**config.mk**
```make
export PLATFORM = sky130hd
export DESIGN_NAME = wwd_display_sink
export DESIGN_NICKNAME = d
export VERILOG_FILES = /design/src/rtl/wwd_display_sink_pkg.sv /design/src/rtl/wwd_display_sink_seg7_hex_decode.sv /design/src/rtl/wwd_display_sink.sv
export SDC_FILE = /design/constraint.sdc
export NUM_CORES = 1
export LEC_CHECK = 0
export ABC_AREA = 1
export CORE_MARGIN = 2
export CORE_UTILIZATION = 43
export DETAILED_ROUTE_END_ITERATION = 16
export PLACE_DENSITY_LB_ADDON = 0.05
export SYNTH_ARGS = -nofsm -noshare
export SYNTH_HDL_FRONTEND = slang
export SYNTH_SLANG_ARGS = --single-unit
```
**constraint.sdc**
```tcl
create_clock -name clk -period 3.8 [get_ports clk]
set_input_delay 0.76 -clock clk [delete_from_list [all_inputs] [get_ports clk]]
set_output_delay 0.76 -clock clk [all_outputs]
set_load 0.02 [all_outputs]
```
**src/rtl/wwd_display_sink_pkg.sv**
```systemverilog
// ============================================================================
// Module      : wwd_display_sink_pkg
// Description : Shared constants for the WWD display sink: word width,
//               active-low hex-to-segment table and blank digit-enable value.
// Revision    : 1.0 - initial release
// ============================================================================
`default_nettype none

package wwd_display_sink_pkg;

   localparam int WORD_SIZE = 16;

   localparam logic [3:0] AN_OFF = 4'b1111;

   // Segment order {g,f,e,d,c,b,a}; a 0 lights the segment. Entry 15 listed first.
   localparam logic [15:0][6:0] HEX_SEG = {
      7'b0001110,   // F
      7'b0000110,   // E
      7'b0100001,   // d
      7'b1000110,   // C
      7'b0000011,   // b
      7'b0001000,   // A
      7'b0010000,   // 9
      7'b0000000,   // 8
      7'b1111000,   // 7
      7'b0000010,   // 6
      7'b0010010,   // 5
      7'b0011001,   // 4
      7'b0110000,   // 3
      7'b0100100,   // 2
      7'b1111001,   // 1
      7'b1000000    // 0
   };

endpackage

`default_nettype wire

```
**src/rtl/wwd_display_sink_seg7_hex_decode.sv**
```systemverilog
// ============================================================================
// Module      : seg7_hex_decode
// Description : Combinational nibble to active-low 7-segment pattern.
// Revision    : 1.0 - initial release
// ============================================================================
`default_nettype none

module seg7_hex_decode
   import wwd_display_sink_pkg::*;
(
   input  logic [3:0] i_nibble,
   output logic [6:0] o_seg
);

   assign o_seg = HEX_SEG[i_nibble];

endmodule

`default_nettype wire

```
**src/rtl/wwd_display_sink.sv**
```systemverilog
// ============================================================================
// Module      : wwd_display_sink
// Description : Buffers CPU WWD words in a small FIFO and shows the current
//               word as four hex digits on a multiplexed 7-segment display.
// Revision    : 1.0 - initial release
// ============================================================================
`default_nettype none

module wwd_display_sink
   import wwd_display_sink_pkg::*;
#(
   parameter int FIFO_DEPTH  = 4,
   parameter int SCAN_DIV    = 16,
   parameter int HOLD_CYCLES = 64
) (
   input  logic                        clk,
   input  logic                        reset_cpu_n,
   input  logic                        wwd_valid,
   input  logic [WORD_SIZE-1:0]        wwd_data,
   output logic                        wwd_ready,
   input  logic                        advance,
   input  logic                        auto_mode,
   output logic [6:0]                  seg,
   output logic [3:0]                  an,
   output logic [$clog2(FIFO_DEPTH):0] occupancy,
   output logic                        overflow
);

   localparam int PTR_W  = $clog2(FIFO_DEPTH);
   localparam int CNT_W  = PTR_W + 1;
   localparam int SCAN_W = $clog2(SCAN_DIV + 1);
   localparam int HOLD_W = $clog2(HOLD_CYCLES + 1);

   logic [WORD_SIZE-1:0] r_mem [FIFO_DEPTH];
   logic [PTR_W-1:0]     r_wr_ptr;
   logic [PTR_W-1:0]     r_rd_ptr;
   logic [CNT_W-1:0]     r_count;
   logic                 r_overflow;
   logic [WORD_SIZE-1:0] r_shown;
   logic                 r_sync1;
   logic                 r_sync2;
   logic                 r_sync3;
   logic [HOLD_W-1:0]    r_hold;
   logic [SCAN_W-1:0]    r_scan;
   logic [1:0]           r_digit;
   logic [6:0]           r_seg;
   logic [3:0]           r_an;

   logic                 w_empty;
   logic                 w_push;
   logic                 w_pop;
   logic                 w_btn_req;
   logic                 w_hold_tc;
   logic                 w_auto_req;
   logic [3:0]           w_nibble;
   logic [6:0]           w_seg;

   assign w_empty    = (r_count == '0);
   assign wwd_ready  = (r_count != CNT_W'(FIFO_DEPTH));
   assign w_push     = wwd_valid & wwd_ready;
   assign w_btn_req  = r_sync2 & ~r_sync3 & ~auto_mode;
   assign w_hold_tc  = (r_hold == HOLD_W'(HOLD_CYCLES - 1));
   assign w_auto_req = auto_mode & ~w_empty & w_hold_tc;
   // A request against an empty FIFO is dropped; there is no push-to-display bypass.
   assign w_pop      = (w_btn_req | w_auto_req) & ~w_empty;
   assign w_nibble   = r_shown[{r_digit, 2'b00} +: 4];

   assign seg       = r_seg;
   assign an        = r_an;
   assign occupancy = r_count;
   assign overflow  = r_overflow;

   seg7_hex_decode u_decode (
      .i_nibble (w_nibble),
      .o_seg    (w_seg)
   );

   always_ff @(posedge clk) begin
      if (w_push) begin
         r_mem[r_wr_ptr] <= wwd_data;
      end
   end

   always_ff @(posedge clk) begin
      if (!reset_cpu_n) begin
         r_wr_ptr   <= '0;
         r_rd_ptr   <= '0;
         r_count    <= '0;
         r_overflow <= 1'b0;
         r_shown    <= '0;
         r_sync1    <= 1'b0;
         r_sync2    <= 1'b0;
         r_sync3    <= 1'b0;
         r_hold     <= '0;
         r_scan     <= '0;
         r_digit    <= 2'd0;
         r_seg      <= HEX_SEG[4'h0];
         r_an       <= AN_OFF & ~4'b0001;
      end else begin
         r_sync1 <= advance;
         r_sync2 <= r_sync1;
         r_sync3 <= r_sync2;

         if (w_push) begin
            r_wr_ptr <= r_wr_ptr + PTR_W'(1);
         end
         if (w_pop) begin
            r_shown  <= r_mem[r_rd_ptr];
            r_rd_ptr <= r_rd_ptr + PTR_W'(1);
         end
         case ({w_push, w_pop})
            2'b10:   r_count <= r_count + CNT_W'(1);
            2'b01:   r_count <= r_count - CNT_W'(1);
            default: r_count <= r_count;
         endcase

         if (wwd_valid && !wwd_ready) begin
            r_overflow <= 1'b1;
         end

         if (!auto_mode || w_empty || w_hold_tc) begin
            r_hold <= '0;
         end else begin
            r_hold <= r_hold + HOLD_W'(1);
         end

         if (r_scan == SCAN_W'(SCAN_DIV - 1)) begin
            r_scan  <= '0;
            r_digit <= r_digit + 2'd1;
         end else begin
            r_scan  <= r_scan + SCAN_W'(1);
         end

         r_an  <= AN_OFF & ~(4'b0001 << r_digit);
         r_seg <= w_seg;
      end
   end

endmodule

`default_nettype wire

```
==> impl_metrics.json <==
{
  "nNetsFinal": 611,
  "cp.arrival_ns": 2.85,
  "worst_pin_slew_ns": 0.839,
  "slew_violations": 0,
  "drive_above_1_share_pct": 9.59,
  "fin_util_pct": 53.7,
  "wl_met2_um": 4580,
  "cts_resized": 0,
  "startpoint_type": "primary input",
  "met1_length_um": 4400,
  "path_class": "primary input to register",
  "hpwl_um": 5700,
  "cp_common_cell": "a21oi_1",
  "ys_types": 32,
  "syn-num-nets": 571,
  "pin_count": 37,
  "hp-class": "register to register",
  "core_area_um2": 11400,
  "die_y_um": 112,
  "cp_top_family": "compound AO/OA/AOI/OAI gates",
  "antenna_found_initial": 0,
  "rows": 39,
  "synth_top_area_cell": "edfxtp_1",
  "path_cells": "clkdlybuf4s50_1 > inv_1 > a21oi_1 > nand2_1 > a21oi_1 > ha_1 > inv_1 > fa_1 > a21oi_1 > o21ai_0 > o21ai_0 > a21oi_1",
  "grt_max_degree": 38,
  "finalClockSkew_ns": 0.0198,
  "rsz0062_at_grt": "false",
  "max_stage_delay_ns": 0.45,
  "required_ns": 4.09,
  "overflow": 0,
  "cts_root_buffer": "clkbuf_16",
  "leakagePower_nw": 2.44,
  "clk_transition_reported_paths_ns": 0.05,
  "maxCapViolations": 0,
  "avgSynthCellArea_um2": 9.46,
  "synth-edff-count": 64,
  "cpMaxStageDelayCell": "clkdlybuf4s50_1",
  "hold_viol": 0,
  "diodes": 0,
  "post-route-drc-count": 0,
  "seq_area_frac_synth_pct": 59.0,
  "via_per_inst": 4.80,
  "fmax_ghz": 0.390,
  "grt_pass1_wl_um": 16000,
  "top_layer": "met4",
  "power_density_nw_per_um2": 542,
  "clk_latency_ns": 0.42,
  "clkSinkCount": 116,
  "dieArea_um2": 12600,
  "yosys_most_used_dff": "edfxtp_1",
  "final.setup.tns_ns": 0,
  "drt-total-wl_um": 9420,
  "synth_top_area_share_pct": 38.2,
  "ant_nets": 0,
  "area_growth_pct": 22.0,
  "ir_drop_v": 0.000324,
  "grt_pass1_vias": 3350,
  "ys_ff_latch": 116,
  "synthesis.area_um2": 5020,
  "port_buffers": 36,
  "cts_buffers": 17,
  "setup_viol": 0,
  "gp_congestion": 0.774,
  "crit_buf_inv": 3,
  "cts_buffer_depth": 2,
  "cp-end-kind": "register",
  "synthTopCellsByArea": "edfxtp_1, dfxtp_1, nand2_1, ha_1, nor2_1",
  "synthCells": 531,
  "relSlewSlack_pct": 44.0,
  "synthArstFlopShare_pct": 0,
  "met3_length_um": 380,
  "yosysWarnings": 0,
  "htree_levels": 4,
  "post-route-min-period_ns": 2.56,
  "critPathMaxFanout": 3,
  "drt_iter0_markers": 185,
  "vias": 3492,
  "tritoncts": "done",
  "cts_hold_buf": 0,
  "gr-usage-all-layers_pct": 16.2,
  "outcome": "completed",
  "cts_setup_buffers": 0,
  "fp.dieW_um": 112,
  "min_period_over_period_pct": 67.5,
  "initial_core_util_pct": 44.0,
  "wire_per_inst_um": 13.0,
  "dr.pass1.iters": 4
}
Yosys cell counts, types with 3 or more instances:
cell type / count
nand3_1: 32
edfxtp_1: 64
xor2_1: 3
nand2_1: 136
ha_1: 18
dfxtp_1: 52
buf_2: 8
a21oi_1: 32
inv_1: 44
nand2_2: 4
o21ai_1: 18
nor2_1: 59
clkbuf_1: 5
nand2_4: 3
inv_2: 3
buf_6: 5
o21ai_0: 24
metrics by stage:
step	instances	hold slack [ns]	worst slack [ns]	cell area [µm²]	total power, mW
6_report	727	0.420	1.24	6130	3.32
5_1_grt	727	0.450	0.927	6130	3.43
4_1_cts	727	0.430	1.27	6130	3.36
3_5_place_dp	695	0.412	0.846	5480	1.61
3_3_place_gp	695	0.406	0.901	5480	1.61
2_1_floorplan	531	0.390	1.48	5020	1.54
layer usage:
| layer | GRT usage, % | up-vias |
|---|---|---|
| met4 | 7.48 | 0 |
| met1 | 19.6 | 1612 |
| met5 | 0 | - |
| met3 | 4.97 | 4 |
| li1 | - | 1816 |
| met2 | 26.5 | 60 |
area by class of cell:
class                   instances  area, µm²
repair buffers                 43        413
clock buffers                  23        478
multi-input cells             344       1730
clock inverters                 9        175
fillers                      1054       5290
flip-flops and latches        116       2960
inverters                      49        189
well taps                     143        179
registers in the layout, indices dropped and copies added, names as in the netlist:
register	flops
an	4
occupancy	3
overflow	1
r_digit	2
r_hold	7
r_mem	64
r_rd_ptr	2
r_scan	5
r_shown	16
r_sync1	1
r_sync2	1
r_sync3	1
r_wr_ptr	2
seg	7
report_power, final:
part	switching [mW]	internal, mW
sequential	0.0157	1.38
clock	0.527	1.21
combinational	0.123	0.0699
tightest hold or removal path: stages, from the launching register on:
cell     delay, ns
dfxtp_1       0.31
nand2_1       0.05
inv_1         0.04
placed cells by master (no fill, tap or decap), types with 4 or more instances in the layout:
master | Yosys | final
nand2_1 | 136 | 136
edfxtp_1 | 64 | 64
nor2_1 | 59 | 59
dfxtp_1 | 52 | 52
inv_1 | 44 | 44
clkdlybuf4s50_1 | 0 | 36
a21oi_1 | 32 | 32
nand3_1 | 32 | 32
o21ai_0 | 24 | 24
o21ai_1 | 18 | 18
ha_1 | 18 | 18
clkbuf_16 | 0 | 17
buf_4 | 2 | 7
bufinv_16 | 0 | 5
nand2_2 | 4 | 4
kinds of logic (layout without fill, tap and decap cells):
family / Yosys count / count (layout) / share of synthesized area, %
AO/OA/AOI/OAI: 78 / 78 / 8.02
adder cells (fa/ha/maj): 19 / 19 / 4.88
buffers and inverters: 71 / 124 / 6.52
AND/OR/NAND/NOR: 243 / 243 / 20.9
XOR/XNOR: 4 / 4 / 0.697
flip-flops: 116 / 116 / 59.0
path summary, 6_finish.rpt:
| path | endpoint | depth (start not counted) | slack, ns | from |
|---|---|---|---|---|
| max reg2reg | occupancy[2] | 12 | 1.37 | occupancy[2] |
| max | occupancy[2] | 12 | 1.24 | auto_mode |
| min | r_sync2 | 2 | 0.42 | r_sync1 |
| min reg2reg | r_sync2 | 2 | 0.42 | r_sync1 |
Note: power is estimated with default switching activity, not from simulation.
